===== config.mk =====
export PLATFORM = sky130hd
export DESIGN_NAME = mem_access
export DESIGN_NICKNAME = d
export VERILOG_FILES = /design/src/rtl/mem_access.sv
export SDC_FILE = /design/constraint.sdc
export NUM_CORES = 1
export LEC_CHECK = 0
export CAP_MARGIN = 25
export CORE_UTILIZATION = 40
export CTS_BUF_LIST = sky130_fd_sc_hd__clkbuf_8
export DETAILED_ROUTE_END_ITERATION = 16
export DONT_BUFFER_PORTS = 1
export GPL_ROUTABILITY_DRIVEN = 1
export MAX_ROUTING_LAYER = met4
export PLACE_DENSITY_LB_ADDON = 0.15
export REMOVE_ABC_BUFFERS = 1
export SLEW_MARGIN = 20
export SYNTH_ARGS = -nofsm -noshare
export SYNTH_HDL_FRONTEND = slang
export SYNTH_SLANG_ARGS = --single-unit
export TNS_END_PERCENT = 100

===== constraint.sdc =====
create_clock -name clk_i -period 12.2 [get_ports clk_i]
set_input_delay 3.66 -clock clk_i [delete_from_list [all_inputs] [get_ports clk_i]]
set_output_delay 3.66 -clock clk_i [all_outputs]
set_load 0.02 [all_outputs]

===== src/rtl/mem_access.sv =====
// ---------------------------------------------------------------------------
// mem_access -- memory stage of the bexkat1 pipeline
//
// Sits between execute and writeback. Non-memory instructions are forwarded
// to writeback through a single register stage. T_LOAD / T_STORE instructions
// start a Wishbone-classic cycle. Execute is held through stall_o until the
// slave acks. Loads return zero-extended lane data; stores return the
// effective address on result_o.
//
// Optional build macro:
//   MEM_TIMEOUT_EN  when defined, a bus cycle that has waited TIMEOUT_CYCLES
//                   BUS cycles without ack is abandoned. fault_o then pulses
//                   for one cycle and writeback gets a bubble
//                   (reg_write_o = 0). When undefined, the stage waits for ack
//                   indefinitely and fault_o is tied low.
//
// Parameters:
//   TIMEOUT_CYCLES  BUS cycles waited for ack before fault (1..255)
//
// Ports:
//   clk_i, rst_i        clock (rising edge), asynchronous active-high reset
//   ir_i/result_i/reg_data1_i/reg_write_i   registered outputs of execute
//   stall_o             high while a bus cycle is outstanding (state == BUS)
//   ir_o/result_o/reg_write_o               to writeback
//   bus_*               Wishbone-classic master, big-endian byte lanes
//   fault_o             one-cycle pulse on bus timeout
// ---------------------------------------------------------------------------
module mem_access #(
    parameter int TIMEOUT_CYCLES = 255
) (
    input  logic        clk_i,
    input  logic        rst_i,
    input  logic [63:0] ir_i,
    input  logic [31:0] result_i,
    input  logic [31:0] reg_data1_i,
    input  logic [1:0]  reg_write_i,
    output logic        stall_o,
    output logic [63:0] ir_o,
    output logic [31:0] result_o,
    output logic [1:0]  reg_write_o,
    output logic        bus_cyc_o,
    output logic        bus_stb_o,
    output logic        bus_we_o,
    output logic [3:0]  bus_sel_o,
    output logic [31:0] bus_adr_o,
    output logic [31:0] bus_dat_o,
    input  logic [31:0] bus_dat_i,
    input  logic        bus_ack_i,
    output logic        fault_o
);

    localparam logic [3:0] T_LOAD  = 4'ha;
    localparam logic [3:0] T_STORE = 4'hb;

    // Out-of-range values are a configuration error. This block only exists
    // so that a bad value is visible in the elaborated hierarchy.
    if (TIMEOUT_CYCLES < 1 || TIMEOUT_CYCLES > 255) begin : g_timeout_out_of_range
    end

    typedef enum logic {
        S_IDLE = 1'b0,
        S_BUS  = 1'b1
    } state_t;

    // ------------------------------------------------------------------
    // Lane helpers. Byte 0 of a word is the most significant byte, and it
    // is also bit 3 of sel.
    // ------------------------------------------------------------------
    function automatic logic [3:0] lane_sel(input logic [1:0] size, input logic [1:0] a);
        logic [3:0] s;
        case (size)
            2'b01:   s = a[1] ? 4'b0011 : 4'b1100;
            2'b10:   s = 4'b1000 >> a;
            default: s = 4'b1111;
        endcase
        return s;
    endfunction

    function automatic logic [31:0] store_data(input logic [1:0] size, input logic [31:0] d);
        logic [31:0] r;
        case (size)
            2'b01:   r = {d[15:0], d[15:0]};
            2'b10:   r = {4{d[7:0]}};
            default: r = d;
        endcase
        return r;
    endfunction

    function automatic logic [31:0] load_data(input logic [1:0] size, input logic [1:0] a,
                                              input logic [31:0] d);
        logic [31:0] r;
        case (size)
            2'b01:   r = a[1] ? {16'h0, d[15:0]} : {16'h0, d[31:16]};
            2'b10: begin
                case (a)
                    2'd0:    r = {24'h0, d[31:24]};
                    2'd1:    r = {24'h0, d[23:16]};
                    2'd2:    r = {24'h0, d[15:8]};
                    default: r = {24'h0, d[7:0]};
                endcase
            end
            default: r = d;
        endcase
        return r;
    endfunction

    // ------------------------------------------------------------------
    // State
    // ------------------------------------------------------------------
    state_t      state_q, state_d;
    logic [63:0] ir_q, ir_d;
    logic [31:0] result_q, result_d;
    logic [1:0]  reg_write_q, reg_write_d;

    logic        cyc_q, cyc_d;
    logic        we_q, we_d;
    logic [3:0]  sel_q, sel_d;
    logic [31:0] adr_q, adr_d;
    logic [31:0] wdat_q, wdat_d;

    // Request captured when the access starts. Execute may change its
    // outputs while stalled, so completion uses only these copies.
    logic [63:0] req_ir_q, req_ir_d;
    logic [1:0]  req_rw_q, req_rw_d;
    logic [31:0] req_addr_q, req_addr_d;

    logic        is_mem;
    logic        req_is_load;

`ifdef MEM_TIMEOUT_EN
    localparam logic [7:0] TMO_LAST = 8'(TIMEOUT_CYCLES - 1);
    logic [7:0]  tmo_cnt_q, tmo_cnt_d;
    logic        fault_q, fault_d;
`endif

    assign is_mem      = (ir_i[31:28] == T_LOAD) || (ir_i[31:28] == T_STORE);
    assign req_is_load = (req_ir_q[31:28] == T_LOAD);

    always_comb begin
        state_d     = state_q;
        ir_d        = ir_q;
        result_d    = result_q;
        reg_write_d = reg_write_q;
        cyc_d       = cyc_q;
        we_d        = we_q;
        sel_d       = sel_q;
        adr_d       = adr_q;
        wdat_d      = wdat_q;
        req_ir_d    = req_ir_q;
        req_rw_d    = req_rw_q;
        req_addr_d  = req_addr_q;
`ifdef MEM_TIMEOUT_EN
        tmo_cnt_d   = tmo_cnt_q;
        fault_d     = 1'b0;
`endif

        case (state_q)
            S_IDLE: begin
                if (is_mem) begin
                    req_ir_d    = ir_i;
                    req_rw_d    = reg_write_i;
                    req_addr_d  = result_i;
                    cyc_d       = 1'b1;
                    we_d        = (ir_i[31:28] == T_STORE);
                    sel_d       = lane_sel(ir_i[25:24], result_i[1:0]);
                    adr_d       = {result_i[31:2], 2'b00};
                    wdat_d      = store_data(ir_i[25:24], reg_data1_i);
                    // Writeback sees a bubble while the access is in flight.
                    ir_d        = 64'h0;
                    result_d    = 32'h0;
                    reg_write_d = 2'b00;
                    state_d     = S_BUS;
`ifdef MEM_TIMEOUT_EN
                    tmo_cnt_d   = 8'h0;
`endif
                end else begin
                    ir_d        = ir_i;
                    result_d    = result_i;
                    reg_write_d = reg_write_i;
                end
            end

            S_BUS: begin
                if (bus_ack_i) begin
                    cyc_d       = 1'b0;
                    we_d        = 1'b0;
                    sel_d       = 4'h0;
                    adr_d       = 32'h0;
                    wdat_d      = 32'h0;
                    ir_d        = req_ir_q;
                    reg_write_d = req_rw_q;
                    result_d    = req_is_load
                                ? load_data(req_ir_q[25:24], req_addr_q[1:0], bus_dat_i)
                                : req_addr_q;
                    state_d     = S_IDLE;
`ifdef MEM_TIMEOUT_EN
                    tmo_cnt_d   = 8'h0;
                end else if (tmo_cnt_q == TMO_LAST) begin
                    // Limit reached without ack: abandon the access and
                    // retire the instruction without a register write.
                    cyc_d       = 1'b0;
                    we_d        = 1'b0;
                    sel_d       = 4'h0;
                    adr_d       = 32'h0;
                    wdat_d      = 32'h0;
                    ir_d        = req_ir_q;
                    reg_write_d = 2'b00;
                    result_d    = 32'h0;
                    fault_d     = 1'b1;
                    tmo_cnt_d   = 8'h0;
                    state_d     = S_IDLE;
                end else begin
                    tmo_cnt_d   = tmo_cnt_q + 8'h1;
`endif
                end
            end

            default: state_d = S_IDLE;
        endcase
    end

    always_ff @(posedge clk_i or posedge rst_i) begin
        if (rst_i) begin
            state_q     <= S_IDLE;
            ir_q        <= 64'h0;
            result_q    <= 32'h0;
            reg_write_q <= 2'b00;
            cyc_q       <= 1'b0;
            we_q        <= 1'b0;
            sel_q       <= 4'h0;
            adr_q       <= 32'h0;
            wdat_q      <= 32'h0;
            req_ir_q    <= 64'h0;
            req_rw_q    <= 2'b00;
            req_addr_q  <= 32'h0;
`ifdef MEM_TIMEOUT_EN
            tmo_cnt_q   <= 8'h0;
            fault_q     <= 1'b0;
`endif
        end else begin
            state_q     <= state_d;
            ir_q        <= ir_d;
            result_q    <= result_d;
            reg_write_q <= reg_write_d;
            cyc_q       <= cyc_d;
            we_q        <= we_d;
            sel_q       <= sel_d;
            adr_q       <= adr_d;
            wdat_q      <= wdat_d;
            req_ir_q    <= req_ir_d;
            req_rw_q    <= req_rw_d;
            req_addr_q  <= req_addr_d;
`ifdef MEM_TIMEOUT_EN
            tmo_cnt_q   <= tmo_cnt_d;
            fault_q     <= fault_d;
`endif
        end
    end

    assign stall_o     = (state_q == S_BUS);
    assign ir_o        = ir_q;
    assign result_o    = result_q;
    assign reg_write_o = reg_write_q;
    assign bus_cyc_o   = cyc_q;
    assign bus_stb_o   = cyc_q;
    assign bus_we_o    = we_q;
    assign bus_sel_o   = sel_q;
    assign bus_adr_o   = adr_q;
    assign bus_dat_o   = wdat_q;
`ifdef MEM_TIMEOUT_EN
    assign fault_o     = fault_q;
`else
    assign fault_o     = 1'b0;
`endif

endmodule


Yosys cells after proc, flatten, opt, wreduce, memory -nomap -nowiden
Index checks and enable logic that the tools add are counted.
{"block": "classes", "eq_ne": 11, "shifts": 1, "muxes": 32, "n_bitwise": 1, "n_reduce_logical": 4}
{"operator": "one-hot mux 32 bit (2 select lines)", "count": 5}
{"operator": "two-way mux 32 bit", "count": 6}
{"operator": "two-way mux 64 bit", "count": 2}
{"operator": "one-hot mux 64 bit (2 select lines)", "count": 1}
{"operator": "one-hot mux 8 bit (3 select lines)", "count": 1}
{"operator": "two-way mux 16 bit", "count": 1}
{"operator": "one-hot mux 4 bit (2 select lines)", "count": 2}
{"operator": "equality test 4 bit (second input constant)", "count": 3}
{"operator": "two-way mux 4 bit", "count": 3}
{"operator": "equality test 2 x 1 -> 1 bit (second input constant)", "count": 3}
{"operator": "equality test 2 bit (second input constant)", "count": 3}
{"operator": "one-hot mux 1 bit (2 select lines)", "count": 3}
{"operator": "two-way mux 1 bit", "count": 5}
{"operator": "two-way mux 2 bit", "count": 2}
{"operator": "!= test 2 bit (second input constant)", "count": 2}
{"operator": "one-hot mux 2 bit (2 select lines)", "count": 1}
{"operator": "AND reduction 2 bit", "count": 2}
{"operator": "right shift 4 x 2 -> 4 bit (first input constant)", "count": 1}
{"operator": "zero test 2 bit", "count": 1}
{"operator": "logical OR 1 bit", "count": 1}
{"operator": "inverter 1 bit", "count": 1}
{"block": "word_totals", "regBits": 267, "in_bits": 165, "out_inout_bits": 171, "wordCells": 61}

Longest topological paths before layout
{"block": "depth", "ltp_word": 6, "mapped_depth": 7, "depth_no_buf": 6}

Worst setup path before layout
OpenSTA, ideal clock, no wires.
{"block": "synth_path", "path_type": "input port to flip-flop", "startpoint": "input port ir_i[24]", "endpoint": "register wdat_q[10], in the netlist bus_dat_o[10]", "arrival_time_ns": 4.686, "required_time_ns": 12.079, "path_slack_ns": 7.393, "cell_stages": 6, "n_path_buf": 1, "cell_sequence": "inv_1 > ha_1 > clkbuf_1 > a221oi_1 > nor2_1 > a22o_1"}
{"block": "synth_via", "elab_chain_len": 4}
{"element": "start, declared", "line_no": "33", "source": "input logic [63:0] ir_i,"}
{"element": "equality test 2 bit / equality test 2 x 1 -> 1 bit (equally long branches)", "line_no": "81", "source": "case (size)"}
{"element": "one-hot mux 32 bit (2 select lines) (*)", "line_no": "81"}
{"element": "two-way mux 32 bit (*)", "line_no": "159", "source": "if (is_mem) begin"}
{"element": "one-hot mux 32 bit (2 select lines) (*)", "line_no": "157", "source": "case (state_q)"}
{"element": "end signal, assigned", "line_no": "249", "source": "wdat_q <= wdat_d;"}
{"element": "end, declared", "line_no": "119", "source": "logic [31:0] wdat_q, wdat_d;"}
Mark *: on every way between the ends. The rest lies on a longest branch, timed or not. The select of a mux whose other input is x is not followed.
A chain may end at the register's enable or synchronous reset.

Worst setup path after layout
{"block": "layout_path", "startpoint": "input port ir_i[30]", "endpoint": "register adr_q[11], in the netlist bus_adr_o[11]"}
{"block": "layout_via", "elab_chain_len": 4}
{"element": "equality test 4 bit", "line_no": "136", "source": "assign is_mem = (ir_i[31:28] == T_LOAD) || (ir_i[31:28] == T_STORE);"}
{"element": "logical OR 1 bit (*)", "line_no": "136"}
{"element": "!= test 2 bit (no line) (*)"}
{"element": "AND reduction 2 bit (no line) (*)"}
{"element": "end signal, assigned", "line_no": "248", "source": "adr_q <= adr_d;"}
{"element": "end, declared", "line_no": "118", "source": "logic [31:0] adr_q, adr_d;"}
Mark *: on every way between the ends. The rest lies on a longest branch, timed or not.

==> results.ini <==
[cells_and_area]
nets = 1274
n_fill_cell = 2719
final_layout_size_suffix_gt1_share_pct = 14.95
stdcell_count = 1521
final_common_cell = nand2_1
antenna_cells = 0
synthToLayoutAreaGrowth_pct = 9.535
mostFrequentLayoutCells = nand2_1, dfrtp_1, a22o_1

[sta]
finalClockSkew_ns = 0.02583
rsz0062_at_grt = false
fin_tns_setup_ns = 0
setup_viol = 0
hold_viol = 0
worst_pin_slew_ns = 1.059
slew_violations = 0
fmax_ghz = 0.1906
period_share_pct = 43.00
period_minus_slack_ns = 5.246
max_slew_margin_pct = 29.27

[worst_setup_path]
cp_max_fo = 81
regToRegStartpoint = stall_o$_DFF_PP0_
worstSetupStartpointType = input port
r2r-end = ir_o[56]$_DFFE_PP0P_
arrival_ns = 5.73
rr_worst_depth = 4
worstSetupPathType = input port to flop
cp.required_ns = 12.69
r2r_slack_ns = 9.11
end_kind = flop

[yosys]
synth_top_area_share_pct = 56.03
syn-mean-instance-area_um2 = 10.45
ys.warnings.count = 0
synthFlopType = dfrtp_1
ys_seq_area_share_pct = 56.03
syn_area_mm2 = 0.01184
synthCells = 1133
postSynth.asyncResetShare_pct = 100.0
synthTopCellsByArea = dfrtp_1, nand2_1, a22o_1
yosysTopAreaCell = dfrtp_1
synth_seq_cells = 265
synth-edff-count = 0
synth.distinct_cells = 42

[global_route]
track_usage_pct = 22.47
grt_pass1_wl_mm = 51.73
grt_max_degree = 145
grt_pass1_vias = 8438
grt-ovfl-total = 0
grt_antenna_before_repair = 0

[clock_network]
post_cts_buffers = 0
cts_made_buffers = 48
cts_root_buf = clkbuf_8
hold_buffers = 0
cts_resized = 0
cts_buffer_depth = 3
clk_pin_slew_worst_paths_ns = 0.06
clock_latency_ns = 0.57
h-tree-depth = 2
cts_tree = done
clock_sinks = 265

[route]
wirelength_mm = 33.35
antenna_left = 0
post-route-drc-count = 0
avgViaCountPerCell = 5.627
avgRoutedWirePerCell_um = 21.93
drt_iter0_drc = 610
first_pass_iters = 4
vias = 8558

[floorplan]
die_area_mm2 = 0.03028
dieWidth_um = 174.0
io_pins = 336
core_area_mm2 = 0.02894
rows = 62
die_y_um = 174.0
start_util_pct = 40.91

[hold_path]
hold_class = flop to flop
whs_path_depth = 2
worst_hold_startpoint = req_ir_q[4]$_DFFE_PP0P_
hold_end = req_ir_q[4]$_DFFE_PP0P_

[power]
leakagePower_nw = 6.116
vdd_drop_max_v = 0.00007894
power.density_mw_per_mm2 = 186.1

[place]
gp_congestion = 0.8078
post-place-cells = 1438
dp_hpwl_mm = 20.64
numPortBuffers = 0

[run]
cap_violations = 0

[run_status]
status = finished, final reports clean

[layout make-up]
class | count | area [µm²] | share of cell area [%]
Timing Repair Buffer | 13 | 101.3 | 0.7817
Clock inverter | 23 | 127.6 | 0.9844
Sequential cell | 265 | 6635 | 51.18
Inverter | 11 | 53.80 | 0.4150
Clock buffer | 59 | 812.0 | 6.263
Tap cell | 384 | 480.5 | 3.706
Multi-Input combinational cell | 766 | 4755 | 36.67
[registers in the layout, indices dropped and copies added (netlist names)]
name and count:
ir_o 64, req_ir_q 64, bus_dat_o 32, req_addr_q 32, result_o 32, bus_adr_o 30, bus_sel_o 4, reg_write_o 2
req_rw_q 2, bus_cyc_o 1, bus_we_o 1, stall_o 1
[worst max-delay path by stage]
| stage | end | from | slack [ns] | depth (start not counted) |
|---|---|---|---|---|
| after global placement | bus_adr_o[15]$_DFFE_PP0P_ | ir_i[30] | 6.37 | 5 |
| after detailed placement | bus_adr_o[3]$_DFFE_PP0P_ | ir_i[30] | 6.33 | 5 |
| after CTS | bus_adr_o[10]$_DFFE_PP0P_ | ir_i[30] | 6.93 | 5 |
| after floorplan | bus_adr_o[10]$_DFFE_PP0P_ | rst_i | 1.24 | 1 |
| final | bus_adr_o[11]$_DFFE_PP0P_ | ir_i[30] | 6.95 | 5 |
| after global routing | req_addr_q[11]$_DFFE_PP0P_ | ir_i[30] | 6.80 | 6 |
[through the flow]
stage / power [W] / util [%] / hold slack (ns) / area, µm² / worst slack [ns]
floorplan: 0.001489 / - / 0.4401 / 11390 / 1.243
global placement: 0.001599 / 41.50 / 0.4525 / 12010 / 6.374
detailed placement: 0.001608 / 41.50 / 0.4566 / 12010 / 6.333
CTS: 0.002440 / 44.75 / 0.4708 / 12950 / 6.935
global route: 0.002542 / 44.81 / 0.4784 / 12960 / 6.805
finish: 0.002413 / 44.81 / 0.4668 / 12960 / 6.954
[synthesized netlist by cell type, types with 13 or more instances]
cell type / number
nand2_1: 325
nor2_1: 19
buf_2: 44
clkbuf_1: 36
nand2b_1: 20
o21ai_0: 30
a221oi_1: 14
a21oi_1: 38
nand3_1: 36
a22o_1: 111
dfrtp_1: 265
mux2_2: 71
a221o_1: 16
a22oi_1: 13
[critical path, stage by stage]
cell and delay (ns):
nand3b_4 0.18, nor2_4 0.13, buf_4 0.58, buf_4 0.84
a22o_1 0.27
[report_power, final]
group	internal, W	switching (W)
Combinational	0.000161	0.000204
Sequential	0.00102	0.000205
Clock	0.000454	0.000370
Total	0.00163	0.000779
[kinds of logic after synthesis]
family | Yosys count | synth area share [%]
buf+inv | 104 | 4.144
simple gates | 431 | 15.42
mux | 80 | 7.516
fa+ha+maj | 4 | 0.4228
other cells | 1 | 0.03168
compound gates | 248 | 16.44
flops | 265 | 56.03
[per-layer routing]
layer / track usage, % / wire length [µm] / vias up
met2: 32.28 / 14790 / 329
met4: 5.336 / 552 / 0
li1: - / - / 3907
met5: - / 0 / -
met1: 29.99 / 14710 / 4265
met3: 8.311 / 3299 / 57
(Power assumes the default switching activity.)
